## config.mk

```make
export PLATFORM = sky130hd
export DESIGN_NAME = ntt_coeff_stream_flat
export DESIGN_NICKNAME = d
export VERILOG_FILES = /design/src/rtl/ntt_coeff_stream_if.sv /design/src/rtl/ntt_coeff_stream.sv /design/src/flat_wrapper.sv
export SDC_FILE = /design/constraint.sdc
export NUM_CORES = 1
export LEC_CHECK = 0
export ABC_AREA = 1
export ABC_CLOCK_PERIOD_IN_PS = 5500
export BUFFER_PORTS_ARGS = -buffer_cell sky130_fd_sc_hd__buf_2
export CAP_MARGIN = 30
export CORE_MARGIN = 1.5
export CORE_UTILIZATION = 55
export DETAILED_ROUTE_END_ITERATION = 8
export PLACE_DENSITY = 0.77
export RECOVER_POWER = 25
export SYNTH_ARGS = -nofsm -noshare
export SYNTH_HDL_FRONTEND = slang
export SYNTH_SLANG_ARGS = --single-unit
```

## constraint.sdc

```tcl
create_clock -name clk -period 5.5 [get_ports clk]
set_input_delay 1.65 -clock clk [delete_from_list [all_inputs] [get_ports clk]]
set_output_delay 1.65 -clock clk [all_outputs]
set_load 0.05 [all_outputs]
```

## src/rtl/ntt_coeff_stream_if.sv

```systemverilog
// rtl/ntt_coeff_stream_if.sv - coefficient streams, coefficient-memory load port and NTT core handshake
interface ntt_coeff_stream_if #(
  parameter int DW = 24,
  parameter int AW = 16
);
  logic          in_valid;
  logic          in_ready;
  logic [DW-1:0] in_data;
  logic          out_valid;
  logic          out_ready;
  logic [DW-1:0] out_data;
  logic          busy;
  logic          load_mem;
  logic [AW-1:0] A_load;
  logic [DW-1:0] D_load;
  logic          WEB_load;
  logic          start_NTT;
  logic          done_NTT;
  logic [DW-1:0] Q0;

  // master: producer/consumer/memory/core environment, slave: the streaming block
  modport master (
    output in_valid, in_data, out_ready, done_NTT, Q0,
    input  in_ready, out_valid, out_data, busy, load_mem, A_load, D_load, WEB_load, start_NTT
  );

  modport slave (
    input  in_valid, in_data, out_ready, done_NTT, Q0,
    output in_ready, out_valid, out_data, busy, load_mem, A_load, D_load, WEB_load, start_NTT
  );
endinterface

```

## src/rtl/ntt_coeff_stream.sv

```systemverilog
// rtl/ntt_coeff_stream.sv - loads reduced coefficients into NTT memory, starts the core, streams results out
module ntt_coeff_stream #(
  parameter int            N_COEFF    = 256,
  parameter int            DW         = 24,
  parameter int            AW         = 16,
  parameter logic [AW-1:0] BASE_ADDR  = 16'h0000,
  parameter int            Q          = 8380417,
  parameter int            RD_LAT     = 1,
  parameter int            FIFO_DEPTH = 4
) (
  input  logic              clk,
  input  logic              rst_n,
  ntt_coeff_stream_if.slave bus
);
  localparam int              IW    = $clog2(N_COEFF) + 1;
  localparam int              PW    = $clog2(FIFO_DEPTH);
  localparam int              CW    = $clog2(FIFO_DEPTH + 1);
  localparam logic [DW:0]     Q1    = (DW + 1)'(Q);
  localparam logic [DW:0]     Q2    = (DW + 1)'(2 * Q);
  localparam logic [IW-1:0]   LAST  = IW'(N_COEFF - 1);
  localparam logic [IW-1:0]   NUM   = IW'(N_COEFF);
  localparam logic [PW-1:0]   PMAX  = PW'(FIFO_DEPTH - 1);
  localparam logic [CW:0]     DEPTH = (CW + 1)'(FIFO_DEPTH);

  typedef enum logic [1:0] {S_LOAD, S_START, S_WAIT, S_UNLOAD} state_t;

  state_t          r_state;
  logic [IW-1:0]   r_idx;
  logic [IW-1:0]   r_ocnt;
  logic            r_in_ready;
  logic            r_load_mem;
  logic            r_web;
  logic            r_start;
  logic [AW-1:0]   r_addr;
  logic [DW-1:0]   r_wdata;
  logic [RD_LAT:0] r_vld;
  logic [DW-1:0]   r_fifo [FIFO_DEPTH];
  logic [PW-1:0]   r_wp;
  logic [PW-1:0]   r_rp;
  logic [CW-1:0]   r_cnt;

  logic [DW:0]     w_ext;
  logic [DW-1:0]   w_red;
  logic [CW-1:0]   w_infl;
  logic            w_beat;
  logic            w_issue;
  logic            w_push;
  logic            w_pop;

  // Inputs are below 2^DW < 3Q, so at most two subtractions bring them into [0,Q)
  always_comb begin
    w_ext = {1'b0, bus.in_data};
    w_red = bus.in_data;
    if (w_ext >= Q2)      w_red = DW'(w_ext - Q2);
    else if (w_ext >= Q1) w_red = DW'(w_ext - Q1);
  end

  always_comb begin
    w_infl = '0;
    for (int i = 0; i <= RD_LAT; i++) w_infl = w_infl + CW'(r_vld[i]);
  end

  assign w_beat  = (r_state == S_LOAD) && r_in_ready && bus.in_valid;
  // Credit rule: every read in flight already owns a FIFO slot
  assign w_issue = (r_state == S_UNLOAD) && (r_idx < NUM) &&
                   (({1'b0, r_cnt} + {1'b0, w_infl}) < DEPTH);
  assign w_push  = r_vld[RD_LAT];
  assign w_pop   = (r_cnt != '0) && bus.out_ready;

  assign bus.in_ready  = r_in_ready;
  assign bus.out_valid = (r_cnt != '0);
  assign bus.out_data  = r_fifo[r_rp];
  assign bus.busy      = !((r_state == S_LOAD) && (r_idx == '0));
  assign bus.load_mem  = r_load_mem;
  assign bus.A_load    = r_addr;
  assign bus.D_load    = r_wdata;
  assign bus.WEB_load  = r_web;
  assign bus.start_NTT = r_start;

  always_ff @(posedge clk) begin
    if (w_push) r_fifo[r_wp] <= bus.Q0;
  end

  always_ff @(posedge clk or negedge rst_n) begin
    if (!rst_n) begin
      r_state    <= S_LOAD;
      r_idx      <= '0;
      r_ocnt     <= '0;
      r_in_ready <= 1'b0;
      r_load_mem <= 1'b0;
      r_web      <= 1'b1;
      r_start    <= 1'b0;
      r_addr     <= '0;
      r_wdata    <= '0;
      r_vld      <= '0;
      r_wp       <= '0;
      r_rp       <= '0;
      r_cnt      <= '0;
    end else begin
      r_start <= 1'b0;
      r_vld   <= (r_vld << 1) | (RD_LAT + 1)'(w_issue);
      if (w_push) r_wp <= (r_wp == PMAX) ? '0 : r_wp + 1'b1;
      if (w_pop)  r_rp <= (r_rp == PMAX) ? '0 : r_rp + 1'b1;
      case ({w_push, w_pop})
        2'b10:   r_cnt <= r_cnt + 1'b1;
        2'b01:   r_cnt <= r_cnt - 1'b1;
        default: r_cnt <= r_cnt;
      endcase

      case (r_state)
        S_LOAD: begin
          r_in_ready <= 1'b1;
          if (w_beat) begin
            r_load_mem <= 1'b1;
            r_web      <= 1'b0;
            r_addr     <= BASE_ADDR + AW'(r_idx);
            r_wdata    <= w_red;
            if (r_idx == LAST) begin
              r_idx      <= '0;
              r_in_ready <= 1'b0;
              r_state    <= S_START;
            end else begin
              r_idx <= r_idx + 1'b1;
            end
          end else begin
            r_web <= 1'b1;
          end
        end
        S_START: begin
          r_start    <= 1'b1;
          r_load_mem <= 1'b0;
          r_web      <= 1'b1;
          r_state    <= S_WAIT;
        end
        S_WAIT: begin
          if (bus.done_NTT) r_state <= S_UNLOAD;
        end
        S_UNLOAD: begin
          r_load_mem <= 1'b1;
          r_web      <= 1'b1;
          if (w_issue) begin
            r_addr <= BASE_ADDR + AW'(r_idx);
            r_idx  <= r_idx + 1'b1;
          end
          if (w_pop) begin
            if (r_ocnt == LAST) begin
              r_ocnt     <= '0;
              r_idx      <= '0;
              r_load_mem <= 1'b0;
              r_in_ready <= 1'b1;
              r_state    <= S_LOAD;
            end else begin
              r_ocnt <= r_ocnt + 1'b1;
            end
          end
        end
        default: r_state <= S_LOAD;
      endcase
    end
  end
endmodule

```

## src/flat_wrapper.sv

```systemverilog
// flat-port wrapper written by rule: the top's interface ports become plain ports
module ntt_coeff_stream_flat 
#(
  parameter int            N_COEFF    = 256,
  parameter int            DW         = 24,
  parameter int            AW         = 16,
  parameter logic [AW-1:0] BASE_ADDR  = 16'h0000,
  parameter int            Q          = 8380417,
  parameter int            RD_LAT     = 1,
  parameter int            FIFO_DEPTH = 4
)
  (clk, rst_n, bus_in_valid, bus_in_data, bus_out_ready, bus_done_NTT, bus_Q0, bus_in_ready, bus_out_valid, bus_out_data, bus_busy, bus_load_mem, bus_A_load, bus_D_load, bus_WEB_load, bus_start_NTT);
  ntt_coeff_stream_if #(.DW(DW), .AW(AW)) bus_i ();
  input  logic clk;
  input  logic rst_n;
  input wire logic [$bits(bus_i.in_valid)-1:0] bus_in_valid;
  input wire logic [$bits(bus_i.in_data)-1:0] bus_in_data;
  input wire logic [$bits(bus_i.out_ready)-1:0] bus_out_ready;
  input wire logic [$bits(bus_i.done_NTT)-1:0] bus_done_NTT;
  input wire logic [$bits(bus_i.Q0)-1:0] bus_Q0;
  output wire logic [$bits(bus_i.in_ready)-1:0] bus_in_ready;
  output wire logic [$bits(bus_i.out_valid)-1:0] bus_out_valid;
  output wire logic [$bits(bus_i.out_data)-1:0] bus_out_data;
  output wire logic [$bits(bus_i.busy)-1:0] bus_busy;
  output wire logic [$bits(bus_i.load_mem)-1:0] bus_load_mem;
  output wire logic [$bits(bus_i.A_load)-1:0] bus_A_load;
  output wire logic [$bits(bus_i.D_load)-1:0] bus_D_load;
  output wire logic [$bits(bus_i.WEB_load)-1:0] bus_WEB_load;
  output wire logic [$bits(bus_i.start_NTT)-1:0] bus_start_NTT;
  assign bus_i.in_valid = bus_in_valid;
  assign bus_i.in_data = bus_in_data;
  assign bus_i.out_ready = bus_out_ready;
  assign bus_i.done_NTT = bus_done_NTT;
  assign bus_i.Q0 = bus_Q0;
  assign bus_in_ready = bus_i.in_ready;
  assign bus_out_valid = bus_i.out_valid;
  assign bus_out_data = bus_i.out_data;
  assign bus_busy = bus_i.busy;
  assign bus_load_mem = bus_i.load_mem;
  assign bus_A_load = bus_i.A_load;
  assign bus_D_load = bus_i.D_load;
  assign bus_WEB_load = bus_i.WEB_load;
  assign bus_start_NTT = bus_i.start_NTT;
  ntt_coeff_stream #(.N_COEFF(N_COEFF), .DW(DW), .AW(AW), .BASE_ADDR(BASE_ADDR), .Q(Q), .RD_LAT(RD_LAT), .FIFO_DEPTH(FIFO_DEPTH)) u_core (.clk(clk), .rst_n(rst_n), .bus(bus_i));
endmodule
```

# Word level (Yosys, flattened, before mapping)
# Memory sizes are Yosys's and may differ from the RTL's.
# Index checks and enable logic that the tools add are counted.
[totals]
regBits = 73
mem_bits_rw = 96
in_bits = 53
output_inout_bits = 70
elab_cells = 101
memories = 1
[classes]
addsub = 10
order_cmp = 4
eq_ne = 15
mux = 35
bitwise = 1
reduce_logical = 22
[memory_table]
columns = ["memory", "words", "width", "read_ports", "rd_ports_with_merged_regs", "wr", "line", "text"]
rows = [
  ["u_core.r_fifo", 4, 24, 1, 0, 1, "ntt_coeff_stream.sv:37", "logic [DW-1:0] r_fifo [FIFO_DEPTH];"],
]
[ops]
columns = ["cell", "count"]
rows = [
  ["$mux W9", 6],
  ["$mux W24", 2],
  ["$mux W16", 2],
  ["$pmux W16 S2", 1],
  ["$ge A24 B23 Y1 const B", 1],
  ["$ge A24 B24 Y1 const B", 1],
  ["$sub A24 B23 Y24 const B", 1],
  ["$sub A24 B24 Y24 const B", 1],
  ["$add A9 B1 Y9 const B", 2],
  ["$eq A9 B8 Y1 const B", 2],
  ["$pmux W9 S2", 1],
  ["$mux W2", 7],
  ["$mux W1", 11],
  ["$eq A2 B2 Y1 const B", 5],
  ["$logic_not A9 Y1", 1],
  ["$lt A9 B9 Y1 const B", 1],
  ["$pmux W2 S4", 1],
  ["$reduce_and A2 Y1", 4],
  ["$logic_and A1 B1 Y1", 6],
  ["$ne A2 B1 Y1 const B", 3],
  ["$ne A2 B2 Y1 const B", 3],
  ["$pmux W3 S2", 1],
  ["$reduce_and A3 Y1", 2],
  ["$reduce_bool A2 Y1", 3],
  ["15 further kinds", 19],
]

# Depth between registers and ports, before layout
[depth]
depth_word = 8
depth_mapped = 15
depth_no_buf = 15

# Worst setup path after synthesis
# Ideal clock, no wire load.
[synth_path]
kind = "register to output"
from = "reg u_core.r_rp[0]"
to = "out bus_out_data[14]"
arrival_time_ns = 1.857
required_time_ns = 3.850
setup_slack_ns = 1.993
path_stages_with_launch = 6
path_buffers = 2
path_cell_list = "dfrtp_1 > inv_1 > clkbuf_1 > clkbuf_1 > nor2_1 > o22ai_1"
[synth_between]
elab_chain_cells = 1
[synth_rtl]
columns = ["item", "line", "text"]
rows = [
  ["from (decl)", "ntt_coeff_stream.sv:39", "logic [PW-1:0] r_rp;"],
  ["from (signal assigned)", "ntt_coeff_stream.sv:103", "if (w_pop) r_rp <= (r_rp == PMAX) ? '0 : r_rp + 1'b1;"],
  ["$mem_v2 Z4 W24", "n/a", ""],
  ["to (decl)", "flat_wrapper.sv:23", "output wire logic [$bits(bus_i.out_data)-1:0] bus_out_data;"],
]
# No other way between the ends.

# Worst setup path after layout
[layout_path]
from = "reg u_core.r_rp[1]"
to = "out bus_out_data[15]"
# Same word-level chain as after synthesis.

==> run_results.csv <==
group,metric,value,unit
sta,skew,13.59,ps
synthesis,synth_top_cell_by_area,"edfxtp_1",
route,routed_wl,19390,µm
worst_setup_path,required,3850,ps
sta,fmax,236.9,MHz
worst_setup_path,cp_max_fo,26,
synthesis,yosysTopAreaCellShare,0.3395,
worst_setup_path,cp_top_family,"buffers and inverters",
min_path,hp-class,"reg2reg",
worst_setup_path,crit_buf_inv,2,
synthesis,synth_most_common_cell,"nand2_1",
flow_run,maxCapViolCount,0,
place,dp_hpwl,13220,µm
sta,slew-limit-headroom,0.08732,
place,port_buffers,115,
route,wire_per_inst,15.11,µm
outcome,status,"finished clean",
global_route,grt_first_pass_wirelength,31850,µm
synthesis,syn_area,0.008491,mm²
synthesis,synth_commonest_cells,"nand2_1 (277), nor2_1 (121), edfxtp_1 (96)",
sta,drv_slew,0,
clocking,clk_path_buf_depth,2,
synthesis,synth_edf_count,96,
clocking,htree_levels,4,
synthesis,syn_inst,972,
power_and_ir_drop,p_total,0.003966,W
clocking,clkSinkCount,162,
clocking,post_cts_resized,0,
synthesis,yosysWarnings,0,
die,die_h,127.2,µm
global_route,grt_max_degree,51,
sta,finalCritPeriodShare,0.7674,
global_route,grt.overflow.total,0,
sta,tns,0,ps
die,die_area,0.01619,mm²
worst_setup_path,cp_cell_sequence,"inv_1 > o21ai_0 > o22ai_1 > buf_2",
global_route,gr-usage-all-layers,0.2506,
worst_setup_path,startpoint_type,"register",
worst_setup_path,crit_arrival,2570,ps
route,firstDrtPassIters,5,
synthesis,synth_ff_type,"edfxtp_1",
synthesis,ys_seq_area_frac,0.5342,
die,core,0.01515,mm²
global_route,grt_pass1_vias,6475,
finish,final_util,0.6457,
clocking,hold_buffers,0,
clocking,clock_latency,430,ps
sta,hold_ws,384.3,ps
sta,post-route-min-period,4221,ps
sta,worst_slack,1279,ps
die,die_w,127.2,µm
route,drt_iter0_markers,479,
sta,final-setup-viol-count,0,
route,route.detailed.drc,0,
worst_setup_path,endpoint_kind,"output pin",
die,start_util,0.5606,
clocking,root_buffer,"clkbuf_16",
route,viasPerCell,5.378,
sta,rsz0062_at_grt,"no",
synthesis,synthTopCellsByArea,"edfxtp_1 (34%), dfrtp_1 (19%), nand2_1 (12%)",
route,antenna_left,0,
clocking,clk_pin_slew_worst_paths,60,ps
finish,antenna_cells,0,
power_and_ir_drop,power_density,405.5,mW/mm²
synthesis,synth_cell_types,44,
route,vias,6900,
place,place.gp.congestion,0.9785,
worst_setup_path,crit_path_top_delay_cell,"inv_1",
finish,syn2layout_area_growth,15.18,%
die,std_cell_rows,45,
sta,final-hold-violation-count,0,
synthesis,synthArstFlopShare,0.4074,
synthesis,ys_ff_latch,162,
clocking,cts_buffers,17,
clocking,tritoncts,"yes",
finish,layout.nets,1159,
worst_setup_path,critPathKind,"reg2out",
clocking,post_cts_buffers,0,
finish,layout-drive-gt1-share,0.1626,
sta,tightest_slew,1369,ps
worst_setup_path,slowest_delay,730,ps
synthesis,syn_avg_cell_area,8.735,µm²
power_and_ir_drop,leakage,4.481,nW
global_route,antenna_found_initial,1,
place,place_ws,1772,ps
power_and_ir_drop,ir_worst_vdd,0.2357,mV
die,io_pins,123,
## report_power, final
group / leakage, nW / total (W) / internal [W] / switching [W]
Clock: 0.277 / 0.00114 / 0.000650 / 0.000490
Combinational: 2.52 / 0.00139 / 0.000337 / 0.00105
Sequential: 1.68 / 0.00144 / 0.00136 / 0.0000773
Total: 4.48 / 0.00397 / 0.00235 / 0.00162
## worst reg2reg max path, cell delays in order, from the launching register on
cell	delay, ps
dfrtp_1	400
inv_1	150
ha_1	210
nand3_1	80
buf_4	250
inv_2	390
nor2_1	130
nor2_1	420
inv_1	200
a21oi_1	200
nand3_1	90
o21ai_0	70
inv_1	50
## per-layer routing
metal	vias to the layer above	track usage	wire length, µm
li1	3393	-	-
met1	3277	0.3331	8694
met2	197	0.4185	9424
met3	33	0.04606	970
met4	0	0.08422	299
met5	-	0	0
## through the flow
stage	cell area, µm²	instances
after floorplan	8513	978
after global placement	9141	1246
after detailed placement	9239	1250
after CTS	9809	1282
after global routing	9779	1283
final	9779	1283
## cell families (layout without fill, tap and decap cells)
kind of cell    count (synthesis)  after routing  share of synthesized area
fa+ha+maj                      24             24                    0.03625
flops                         162            162                     0.5342
mux                             1              1                   0.001179
compound gates                126            126                    0.08252
other cells                     1              7                  0.0004417
simple gates                  498            498                     0.2485
buf+inv                       129            246                    0.06499
xor+xnor                       31             31                    0.03198
## flip-flops by register name, summed over array words and instances (netlist names)
name / cells
u_core.r_vld: 2
u_core.r_ocnt: 9
u_core.r_rp: 2
u_core.bus.start_NTT: 1
u_core.bus.in_ready: 1
u_core.r_wp: 2
u_core.bus.WEB_load: 1
u_core.r_fifo: 96
u_core.r_idx: 9
u_core.bus.load_mem: 1
u_core.bus.D_load: 24
u_core.r_state: 2
u_core.bus.A_load: 9
u_core.r_cnt: 3
## placed cells by master (no fill, tap or decap), types with 23 or more instances in the layout
cell type / netlist / routed
nand2_1: 277 / 277
nor2_1: 121 / 121
buf_2: 4 / 107
edfxtp_1: 96 / 96
inv_1: 86 / 86
o21ai_0: 79 / 79
dfrtp_1: 65 / 65
nand3_1: 57 / 57
xor2_1: 28 / 28
o22ai_1: 26 / 26
ha_1: 23 / 23
## cell type report
cell class / instances / area (µm²)
Fill cell: 1306 / 5366
Sequential cell: 162 / 4536
Multi-Input combinational cell: 687 / 3426
Timing Repair Buffer: 124 / 673.1
Clock buffer: 23 / 500.5
Inverter: 90 / 339.1
Tap cell: 188 / 235.2
Clock inverter: 9 / 70.07
## final timing paths
kind / startpoint / end / slack [ps] / cells past startpoint
setup reg to reg: u_core.r_state[0] / u_core.r_idx[6] / 2740 / 12
hold reg to reg: u_core.r_vld[0] / u_core.r_vld[1] / 380 / 0
max in group asynchronous: rst_n / u_core.r_ocnt[6] / 3240 / 2
min in group asynchronous: rst_n / u_core.bus.D_load[18] / 1360 / 1
setup / recovery: u_core.r_rp[1] / bus_out_data[15] / 1280 / 4
hold / removal: u_core.r_vld[0] / u_core.r_vld[1] / 380 / 0
Power figures use the tool's default switching activity.
